===== src/rtl/rc4_task_sequencer_if.sv =====
// rtl/rc4_task_sequencer_if.sv - task handshake, S-RAM request and status bundle for the RC4 phase controller
interface rc4_task_sequencer_if #(
  parameter int KEY_W = 24
);
  logic             start;
  logic             abort;
  logic [KEY_W-1:0] secret_key_in;
  logic [KEY_W-1:0] secret_key;

  logic             init_start;
  logic             init_finish;
  logic             shuffle_start;
  logic             shuffle_finish;
  logic             decrypt_start;
  logic             decrypt_finish;

  logic [7:0]       init_address;
  logic [7:0]       init_data;
  logic             init_wen;
  logic [7:0]       shuffle_address;
  logic [7:0]       shuffle_data;
  logic             shuffle_wen;
  logic [7:0]       decrypt_address;
  logic [7:0]       decrypt_data;
  logic             decrypt_wen;

  logic [7:0]       s_address;
  logic [7:0]       s_data;
  logic             s_wen;
  logic [1:0]       memory_sel;

  logic             busy;
  logic             done;
  logic             error;

  // Sequencer side
  modport master (
    input  start, abort, secret_key_in,
    input  init_finish, shuffle_finish, decrypt_finish,
    input  init_address, init_data, init_wen,
    input  shuffle_address, shuffle_data, shuffle_wen,
    input  decrypt_address, decrypt_data, decrypt_wen,
    output secret_key, init_start, shuffle_start, decrypt_start,
    output s_address, s_data, s_wen, memory_sel,
    output busy, done, error
  );

  // Tasks / host side
  modport slave (
    output start, abort, secret_key_in,
    output init_finish, shuffle_finish, decrypt_finish,
    output init_address, init_data, init_wen,
    output shuffle_address, shuffle_data, shuffle_wen,
    output decrypt_address, decrypt_data, decrypt_wen,
    input  secret_key, init_start, shuffle_start, decrypt_start,
    input  s_address, s_data, s_wen, memory_sel,
    input  busy, done, error
  );
endinterface


===== src/rtl/rc4_task_sequencer.sv =====
// rtl/rc4_task_sequencer.sv - RC4 phase controller: init/shuffle/decrypt sequencing, S-RAM ownership, watchdog
module rc4_task_sequencer #(
  parameter int TIMEOUT_CYCLES = 4096,
  parameter int KEY_W          = 24
) (
  input logic                   clk,
  input logic                   reset_n,
  rc4_task_sequencer_if.master  bus
);

  localparam int TW = (TIMEOUT_CYCLES > 2) ? $clog2(TIMEOUT_CYCLES) : 1;
  localparam logic [TW-1:0] TIMER_LAST = TW'(TIMEOUT_CYCLES - 1);

  localparam logic [1:0] SEL_INIT    = 2'b00;
  localparam logic [1:0] SEL_SHUFFLE = 2'b01;
  localparam logic [1:0] SEL_DECRYPT = 2'b10;
  localparam logic [1:0] SEL_PARKED  = 2'b11;

  typedef enum logic [3:0] {
    IDLE, INIT_GO, INIT_WAIT, SHUF_GO, SHUF_WAIT, DEC_GO, DEC_WAIT, DONE, ERROR
  } state_t;

  state_t           state;
  logic [TW-1:0]    timer;
  logic [KEY_W-1:0] key_q;
  logic [1:0]       sel_q;
  logic             init_start_q, shuffle_start_q, decrypt_start_q;
  logic             busy_q, done_q, error_q;
  logic             init_prev, shuffle_prev, decrypt_prev;
  logic             init_rise, shuffle_rise, decrypt_rise;
  logic             timeout;

  // Finish lines are levels; only a fresh 0->1 transition counts as completion.
  assign init_rise    = bus.init_finish    & ~init_prev;
  assign shuffle_rise = bus.shuffle_finish & ~shuffle_prev;
  assign decrypt_rise = bus.decrypt_finish & ~decrypt_prev;
  assign timeout      = (timer == TIMER_LAST);

  assign bus.secret_key    = key_q;
  assign bus.memory_sel    = sel_q;
  assign bus.init_start    = init_start_q;
  assign bus.shuffle_start = shuffle_start_q;
  assign bus.decrypt_start = decrypt_start_q;
  assign bus.busy          = busy_q;
  assign bus.done          = done_q;
  assign bus.error         = error_q;

  // Phase FSM: start pulses, RAM owner select and status are registered on entry to each state.
  always_ff @(posedge clk or negedge reset_n) begin
    if (!reset_n) begin
      state           <= IDLE;
      timer           <= '0;
      key_q           <= '0;
      sel_q           <= SEL_PARKED;
      init_start_q    <= 1'b0;
      shuffle_start_q <= 1'b0;
      decrypt_start_q <= 1'b0;
      busy_q          <= 1'b0;
      done_q          <= 1'b0;
      error_q         <= 1'b0;
      init_prev       <= 1'b0;
      shuffle_prev    <= 1'b0;
      decrypt_prev    <= 1'b0;
    end else begin
      init_prev       <= bus.init_finish;
      shuffle_prev    <= bus.shuffle_finish;
      decrypt_prev    <= bus.decrypt_finish;
      init_start_q    <= 1'b0;
      shuffle_start_q <= 1'b0;
      decrypt_start_q <= 1'b0;
      if (bus.abort) begin
        state   <= IDLE;
        sel_q   <= SEL_PARKED;
        timer   <= '0;
        busy_q  <= 1'b0;
        done_q  <= 1'b0;
        error_q <= 1'b0;
      end else begin
        case (state)
          IDLE, DONE, ERROR: begin
            if (bus.start) begin
              state        <= INIT_GO;
              init_start_q <= 1'b1;
              sel_q        <= SEL_INIT;
              key_q        <= bus.secret_key_in;
              busy_q       <= 1'b1;
              done_q       <= 1'b0;
              error_q      <= 1'b0;
            end
          end
          INIT_GO: begin
            state <= INIT_WAIT;
            timer <= '0;
          end
          SHUF_GO: begin
            state <= SHUF_WAIT;
            timer <= '0;
          end
          DEC_GO: begin
            state <= DEC_WAIT;
            timer <= '0;
          end
          INIT_WAIT: begin
            if (init_rise) begin
              state           <= SHUF_GO;
              shuffle_start_q <= 1'b1;
              sel_q           <= SEL_SHUFFLE;
            end else if (timeout) begin
              state   <= ERROR;
              sel_q   <= SEL_PARKED;
              busy_q  <= 1'b0;
              error_q <= 1'b1;
            end else begin
              timer <= timer + TW'(1);
            end
          end
          SHUF_WAIT: begin
            if (shuffle_rise) begin
              state           <= DEC_GO;
              decrypt_start_q <= 1'b1;
              sel_q           <= SEL_DECRYPT;
            end else if (timeout) begin
              state   <= ERROR;
              sel_q   <= SEL_PARKED;
              busy_q  <= 1'b0;
              error_q <= 1'b1;
            end else begin
              timer <= timer + TW'(1);
            end
          end
          DEC_WAIT: begin
            if (decrypt_rise) begin
              state  <= DONE;
              sel_q  <= SEL_PARKED;
              busy_q <= 1'b0;
              done_q <= 1'b1;
            end else if (timeout) begin
              state   <= ERROR;
              sel_q   <= SEL_PARKED;
              busy_q  <= 1'b0;
              error_q <= 1'b1;
            end else begin
              timer <= timer + TW'(1);
            end
          end
          default: begin
            state <= IDLE;
            sel_q <= SEL_PARKED;
          end
        endcase
      end
    end
  end

  // S-RAM mux: only the selected task reaches the RAM; parked drives a harmless read of address 0.
  always_comb begin
    bus.s_address = 8'h00;
    bus.s_data    = 8'h00;
    bus.s_wen     = 1'b0;
    case (sel_q)
      SEL_INIT: begin
        bus.s_address = bus.init_address;
        bus.s_data    = bus.init_data;
        bus.s_wen     = bus.init_wen;
      end
      SEL_SHUFFLE: begin
        bus.s_address = bus.shuffle_address;
        bus.s_data    = bus.shuffle_data;
        bus.s_wen     = bus.shuffle_wen;
      end
      SEL_DECRYPT: begin
        bus.s_address = bus.decrypt_address;
        bus.s_data    = bus.decrypt_data;
        bus.s_wen     = bus.decrypt_wen;
      end
      default: begin
        bus.s_wen = 1'b0;
      end
    endcase
  end

endmodule


===== src/flat_wrapper.sv =====
// flat-port wrapper written by rule: the top's interface ports become plain ports
module rc4_task_sequencer_flat 
#(
  parameter int TIMEOUT_CYCLES = 4096,
  parameter int KEY_W          = 24
)
  (clk, reset_n, bus_start, bus_abort, bus_secret_key_in, bus_init_finish, bus_shuffle_finish, bus_decrypt_finish, bus_init_address, bus_init_data, bus_init_wen, bus_shuffle_address, bus_shuffle_data, bus_shuffle_wen, bus_decrypt_address, bus_decrypt_data, bus_decrypt_wen, bus_secret_key, bus_init_start, bus_shuffle_start, bus_decrypt_start, bus_s_address, bus_s_data, bus_s_wen, bus_memory_sel, bus_busy, bus_done, bus_error);
  rc4_task_sequencer_if #(.KEY_W(KEY_W)) bus_i ();
  input logic clk;
  input logic reset_n;
  input wire logic [$bits(bus_i.start)-1:0] bus_start;
  input wire logic [$bits(bus_i.abort)-1:0] bus_abort;
  input wire logic [$bits(bus_i.secret_key_in)-1:0] bus_secret_key_in;
  input wire logic [$bits(bus_i.init_finish)-1:0] bus_init_finish;
  input wire logic [$bits(bus_i.shuffle_finish)-1:0] bus_shuffle_finish;
  input wire logic [$bits(bus_i.decrypt_finish)-1:0] bus_decrypt_finish;
  input wire logic [$bits(bus_i.init_address)-1:0] bus_init_address;
  input wire logic [$bits(bus_i.init_data)-1:0] bus_init_data;
  input wire logic [$bits(bus_i.init_wen)-1:0] bus_init_wen;
  input wire logic [$bits(bus_i.shuffle_address)-1:0] bus_shuffle_address;
  input wire logic [$bits(bus_i.shuffle_data)-1:0] bus_shuffle_data;
  input wire logic [$bits(bus_i.shuffle_wen)-1:0] bus_shuffle_wen;
  input wire logic [$bits(bus_i.decrypt_address)-1:0] bus_decrypt_address;
  input wire logic [$bits(bus_i.decrypt_data)-1:0] bus_decrypt_data;
  input wire logic [$bits(bus_i.decrypt_wen)-1:0] bus_decrypt_wen;
  output wire logic [$bits(bus_i.secret_key)-1:0] bus_secret_key;
  output wire logic [$bits(bus_i.init_start)-1:0] bus_init_start;
  output wire logic [$bits(bus_i.shuffle_start)-1:0] bus_shuffle_start;
  output wire logic [$bits(bus_i.decrypt_start)-1:0] bus_decrypt_start;
  output wire logic [$bits(bus_i.s_address)-1:0] bus_s_address;
  output wire logic [$bits(bus_i.s_data)-1:0] bus_s_data;
  output wire logic [$bits(bus_i.s_wen)-1:0] bus_s_wen;
  output wire logic [$bits(bus_i.memory_sel)-1:0] bus_memory_sel;
  output wire logic [$bits(bus_i.busy)-1:0] bus_busy;
  output wire logic [$bits(bus_i.done)-1:0] bus_done;
  output wire logic [$bits(bus_i.error)-1:0] bus_error;
  assign bus_i.start = bus_start;
  assign bus_i.abort = bus_abort;
  assign bus_i.secret_key_in = bus_secret_key_in;
  assign bus_i.init_finish = bus_init_finish;
  assign bus_i.shuffle_finish = bus_shuffle_finish;
  assign bus_i.decrypt_finish = bus_decrypt_finish;
  assign bus_i.init_address = bus_init_address;
  assign bus_i.init_data = bus_init_data;
  assign bus_i.init_wen = bus_init_wen;
  assign bus_i.shuffle_address = bus_shuffle_address;
  assign bus_i.shuffle_data = bus_shuffle_data;
  assign bus_i.shuffle_wen = bus_shuffle_wen;
  assign bus_i.decrypt_address = bus_decrypt_address;
  assign bus_i.decrypt_data = bus_decrypt_data;
  assign bus_i.decrypt_wen = bus_decrypt_wen;
  assign bus_secret_key = bus_i.secret_key;
  assign bus_init_start = bus_i.init_start;
  assign bus_shuffle_start = bus_i.shuffle_start;
  assign bus_decrypt_start = bus_i.decrypt_start;
  assign bus_s_address = bus_i.s_address;
  assign bus_s_data = bus_i.s_data;
  assign bus_s_wen = bus_i.s_wen;
  assign bus_memory_sel = bus_i.memory_sel;
  assign bus_busy = bus_i.busy;
  assign bus_done = bus_i.done;
  assign bus_error = bus_i.error;
  rc4_task_sequencer #(.TIMEOUT_CYCLES(TIMEOUT_CYCLES), .KEY_W(KEY_W)) u_core (.clk(clk), .reset_n(reset_n), .bus(bus_i));
endmodule

===== config.mk =====
export PLATFORM = sky130hd
export DESIGN_NAME = rc4_task_sequencer_flat
export DESIGN_NICKNAME = d
export VERILOG_FILES = /design/src/rtl/rc4_task_sequencer_if.sv /design/src/rtl/rc4_task_sequencer.sv /design/src/flat_wrapper.sv
export SDC_FILE = /design/constraint.sdc
export NUM_CORES = 1
export LEC_CHECK = 0
export ABC_CLOCK_PERIOD_IN_PS = 6600
export BUFFER_PORTS_ARGS = -buffer_cell sky130_fd_sc_hd__buf_2
export CORE_UTILIZATION = 51
export DETAILED_ROUTE_END_ITERATION = 8
export HOLD_SLACK_MARGIN = 0.08
export PLACE_DENSITY = 0.86
export SLEW_MARGIN = 20
export SYNTH_ARGS = -nofsm -noshare
export SYNTH_HDL_FRONTEND = slang
export SYNTH_SLANG_ARGS = --single-unit

===== constraint.sdc =====
create_clock -name clk -period 6.6 [get_ports clk]
set_clock_uncertainty 0.1 [all_clocks]
set_input_delay 0.33 -clock clk [delete_from_list [all_inputs] [get_ports clk]]
set_output_delay 0.33 -clock clk [all_outputs]
set_load 0.02 [all_outputs]

# --- Word-level counts from Yosys, hierarchy flattened ---
# Index checks and enable logic that the tools add are counted.
op_classes:
  n_eq_ne: 17
  mux: 49
  n_bitwise: 7
  addsub: 1
  reduce_logical: 13
ops:
  columns: ["operator", "count"]
  rows:
  - ["$mux W12", 5]
  - ["$pmux W12 S4", 1]
  - ["$pmux W8 S3", 2]
  - ["$pmux W4 S7", 1]
  - ["$mux W4", 6]
  - ["$mux W1", 23]
  - ["$eq A4 B3 Y1 const B", 4]
  - ["$add A12 B1 Y12 const B", 1]
  - ["$eq A12 B12 Y1 const B", 1]
  - ["$mux W2", 6]
  - ["$ne A3 B3 Y1 const B", 4]
  - ["$pmux W2 S5", 1]
  - ["$reduce_bool A5 Y1", 2]
  - ["$eq A4 B2 Y1 const B", 2]
  - ["$pmux W1 S4", 2]
  - ["$reduce_and A4 Y1", 2]
  - ["$reduce_and A3 Y1", 2]
  - ["$reduce_or A3 Y1", 2]
  - ["$reduce_and A5 Y1", 1]
  - ["$eq A4 B1 Y1 const B", 1]
  - ["$eq A4 B4 Y1 const B", 1]
  - ["$logic_not A4 Y1", 1]
  - ["$not A1 Y1", 4]
  - ["$and A1 B1 Y1", 3]
  - ["9 further kinds", 9]
word_totals:
  ff_bits: 51

# --- Longest topological paths before layout ---
logic_depth:
  word_depth: 5
  ltp_mapped: 8

# --- Worst setup path after synthesis ---
# Ideal clock, no wire load.
synth_path:
  kind: "register -> output"
  from: "register u_core.sel_q[0], in the netlist u_core.bus.memory_sel[0]"
  to: "output port bus_s_data[0]"
  path_slack_ns: 4.066
  required_time_ns: 6.170
  path_stages_with_launch: 5
  arrival_ns: 2.104
  n_path_buf: 2
  path_cell_list: "dfstp_2 -> clkbuf_1 -> buf_1 -> mux2i_1 -> o21ai_0"
synth_via:
  elab_chain_len: 2
  word_cells_on_any_way: 4
synth_rtl:
  columns: ["element", "line", "text"]
  rows:
  - ["start, declared", "rc4_task_sequencer.sv:26", "logic [1:0] sel_q;"]
  - ["start signal, assigned", "rc4_task_sequencer.sv:54", "sel_q <= SEL_PARKED;"]
  - ["start signal, assigned", "rc4_task_sequencer.sv:73", "sel_q <= SEL_PARKED;"]
  - ["start signal, assigned", "rc4_task_sequencer.sv:84", "sel_q <= SEL_INIT;"]
  - ["$eq A2 B2 Y1, or another cell as far along", "rc4_task_sequencer.sv:160", "case (sel_q)"]
  - ["$pmux W8 S3 (*)", "rc4_task_sequencer.sv:160", null]
  - ["end, declared", "flat_wrapper.sv:31", "output wire logic [$bits(bus_i.s_data)-1:0] bus_s_data;"]
# Every way passes the cells marked *; elsewhere a longest branch is shown, timed or not.

# --- Worst setup path in the final report ---
layout_path:
  from: "register u_core.state[2]"
  to: "register u_core.sel_q[1], in the netlist u_core.bus.memory_sel[1]"
layout_via:
  elab_chain_len: 4
  word_cells_on_any_way: 16
layout_rtl:
  columns: ["element", "line", "text"]
  rows:
  - ["start, declared", "rc4_task_sequencer.sv:23", "state_t state;"]
  - ["start signal, assigned", "rc4_task_sequencer.sv:51", "state <= IDLE;"]
  - ["start signal, assigned", "rc4_task_sequencer.sv:72", "state <= IDLE;"]
  - ["start signal, assigned", "rc4_task_sequencer.sv:82", "state <= INIT_GO;"]
  - ["$eq A4 B1 Y1, or another cell as far along", "rc4_task_sequencer.sv:79", "case (state)"]
  - ["$reduce_or A3 Y1 (on tied branches)", null, null]
  - ["$pmux W2 S5, or another cell as far along", "rc4_task_sequencer.sv:79", null]
  - ["$mux W2 / $reduce_and A2 Y1 (equally long branches)", null, null]
  - ["end signal, assigned", "rc4_task_sequencer.sv:73", null]
  - ["end signal, assigned", "rc4_task_sequencer.sv:84", null]
  - ["end signal, assigned", "rc4_task_sequencer.sv:107", "sel_q <= SEL_SHUFFLE;"]
# Parallel ways exist; a longest one is shown, timed or not.
# A chain may end at the register's enable or synchronous reset.

==> key figures <==
Global routing
  • Initial antenna violation count: 0
  • First-pass GRT wire length: between 10000 and 15000 um
  • Vias in the first global route: about 2600
  • Gr usage total: 25.0%
  • Largest net degree at the start of global routing: 52
  • Total grt overflow: 0

Yosys
  • Yosys cell types: 48
  • Synthesized net count: about 380
  • Syn_area_per_cell: 9.83 um2
  • Number of flops mapped to enable cells by yosys: 0
  • Synthesized area: around 2900 um2
  • Ys flop type: dfrtp_1
  • YS warnings: 0
  • Ys async rst share: 100%
  • Sequential fraction of the synthesis area: between 40% and 50%
  • Mapped Cells: 292
  • Post-synthesis register bit count: 51

Finish
  • Area grow syn2layout: 28.0%
  • Most common cell after layout, fill and taps aside: buf_2
  • Final nets: approximately 500
  • ANT cells: 0
  • Commonest non-fill, non-tap cells in the layout: buf_2, dfrtp_1, o21ai_0
  • Layout cells sized above 1: 41.3%
  • # fillers: approximately 440
  • Final cell count without fillers: 486

Timing
  • Setup Viol. Count Final: 0
  • Max-slew violation count: 0
  • Setup TNS: 0 ns
  • Tcrit/Tclk final: approximately two fifths
  • Fmax: a little under 400 MHz
  • Slew @ Worst Pin: 1.03 ns
  • Slew headroom: a little under a third
  • Setup slack after layout: 4.03 ns
  • RSZ-0062 raised after global routing: no
  • Hold Vio Cnt, Final: 0
  • Period minus WS final: between 2 and 3 ns
  • Hold Slack: 0.139 ns

Routing
  • Final ANT Viol Nets: 0
  • Starting DRT DRC Count: around 200
  • Vias/cell: about 5.7
  • WL/cell: between 10 and 15 um
  • Routed wire length: 7260 um
  • Drt pass-1 iters: 5
  • Post-route DRC: 0
  • Routed vias: 2748

CTS
  • Worst-path clk slew: 0.10 ns
  • CTS buffer count: 5
  • Sink Count: 51
  • Max clock buf depth: 2
  • Clock root buffer: clkbuf_8
  • CTS tree: yes
  • H-tree depth: 2
  • CTS resizes: 0
  • Skew-Pair Late Insertion Delay: 0.31 ns

Pwr
  • Power Dens Cells: about 350 nW/um2
  • Power, Total: between 0.001 and 0.0015 W
  • Peak VDD IR: between 0.2 and 0.25 mV
  • Pleak: between 1.5 and 2 nW

Min path
  • Min-Delay Path Class: in -> reg

Setup path
  • CP startpoint kind: flip-flop
  • Setup CP Type: reg -> reg
  • Endpoint class of the critical path: flip-flop
  • Arr. time, crit path: roughly 2.7 ns
  • Crit-path max FO: 19
  • Critical Path RT: 6.74 ns

Floorplan
  • Row cnt: 26
  • DIE HEIGHT: slightly below 80 um
  • Die X: roughly 77 um
  • Die ar.: between 5000 and 6000 um2
  • Core Area: approximately 5300 um2
  • Initial Utilization: ~54%
  • I/O Pins: approximately 130

Run status
  • Outcome: finished clean

Run
  • Max Cap Violations: 0

Placed design
  • Post-DP HPWL: roughly 5300 um
  • Buffers on Ports: 130
  • Setup slack at placement: between 3 and 4 ns
  • GPL Wtd Cong: 0.889
  • Post-Place Cells: ~470
## layer usage
metal / global-route usage (%) / part of all wire, % / routed length (um)
met1: 31.4 / 41 / 3000
met5: 0 / 0 / 0
met2: 42.1 / 50 / 3640
met3: 5.71 / 7.0 / 505
met4: 9.25 / 1.5 / 112
## worst max-delay path, cell delays in order (launching register included)
cell	delay, ns
dfrtp_1	0.70
nor2b_1	0.31
nor4b_1	0.86
nor4_1	0.13
o31a_1	0.28
a21oi_1	0.12
## state kept, by name (all words and copies together) (netlist names)
name,flops
u_core.bus.busy,1
u_core.bus.init_start,1
u_core.bus.secret_key,24
u_core.shuffle_prev,1
u_core.bus.done,1
u_core.bus.memory_sel,2
u_core.init_prev,1
u_core.bus.decrypt_start,1
u_core.bus.error,1
u_core.decrypt_prev,1
u_core.timer,12
u_core.bus.shuffle_start,1
u_core.state,4
## cells by family (layout without fill, tap and decap cells)
kind of cell	count (synthesis)	after routing	synth area share, %
AND/OR/NAND/NOR	90	90	17.0
AO/OA/AOI/OAI	83	83	18.1
flip-flops	51	51	44.6
multiplexers	42	42	15.7
buffers and inverters	24	148	3.88
adder cells (fa/ha/maj)	1	1	0.436
XOR/XNOR	1	1	0.305
## where the power goes
part / internal, W / total, W / switching (W) / leakage [nW]
logic: 0.000257 / 0.000615 / 0.000358 / 1.15
clock network: 0.0000764 / 0.000185 / 0.000108 / 0.0418
registers: 0.000404 / 0.000502 / 0.0000978 / 0.640
## what timing repair did
item | 4_1_cts | 5_1_grt
hold buffers | 4 | 0
buffers inserted | 0 | 0
endpoints found under the hold margin | 52 | 0
## final cells by class
| class | count | area, um2 | share of cell area, % |
|---|---|---|---|
| Clock buffer | 6 | 72.6 | 1.97 |
| Tap cell | 70 | 87.6 | 2.38 |
| Inverter | 4 | 15.0 | 0.409 |
| Multi-Input combinational cell | 217 | 1500 | 40.7 |
| Clock inverter | 2 | 16.3 | 0.443 |
| Sequential cell | 51 | 1280 | 34.8 |
| Timing Repair Buffer | 136 | 709 | 19.3 |
## path summary, 6_finish.rpt
check / startpoint / to / slack, ns / depth (start not counted)
worst max-delay path: u_core.state[2] / u_core.bus.memory_sel[1] / 4.03 / 5
worst min-delay path: bus_secret_key_in[6] / u_core.bus.secret_key[6] / 0.14 / 2
worst max register to register: u_core.state[2] / u_core.bus.memory_sel[1] / 4.03 / 5
worst min register to register: u_core.timer[11] / u_core.timer[11] / 0.40 / 1
max in group asynchronous: reset_n / u_core.bus.secret_key[19] / 5.41 / 3
min in group asynchronous: reset_n / u_core.bus.secret_key[12] / 0.57 / 3
## per-stage QoR
stage | cell area [um2] | utilization (%)
3_5_place_dp | 3530 | 66.9
4_1_cts | 3650 | 69.3
6_report | 3670 | 69.7
2_1_floorplan | 2870 | -
3_3_place_gp | 3530 | 66.9
5_1_grt | 3670 | 69.7
## cell usage after synthesis, types with 2 or more instances
library cell,n,area [um2]
nand2b_1,6,37.5
nor2_1,15,56.3
mux2i_1,18,180
buf_2,5,25.0
or3_1,2,12.5
o31ai_1,17,128
nand3_1,8,40.0
a31oi_1,8,50.1
dfrtp_1,49,1230
and4_1,3,26.3
nor4_1,3,18.8
nor2b_1,2,12.5
a21o_1,2,15.0
o21a_1,2,15.0
mux2_2,24,270
buf_6,2,22.5
nor3_1,8,40.0
and2_1,3,18.8
nand2_1,26,97.6
nand4b_1,2,17.5
dfstp_2,2,52.6
and3_1,3,18.8
inv_1,4,15.0
buf_1,2,7.51
a21oi_1,13,65.1
o21ai_0,31,155
clkbuf_1,11,41.3
Note: power is estimated with default switching activity, not from simulation.
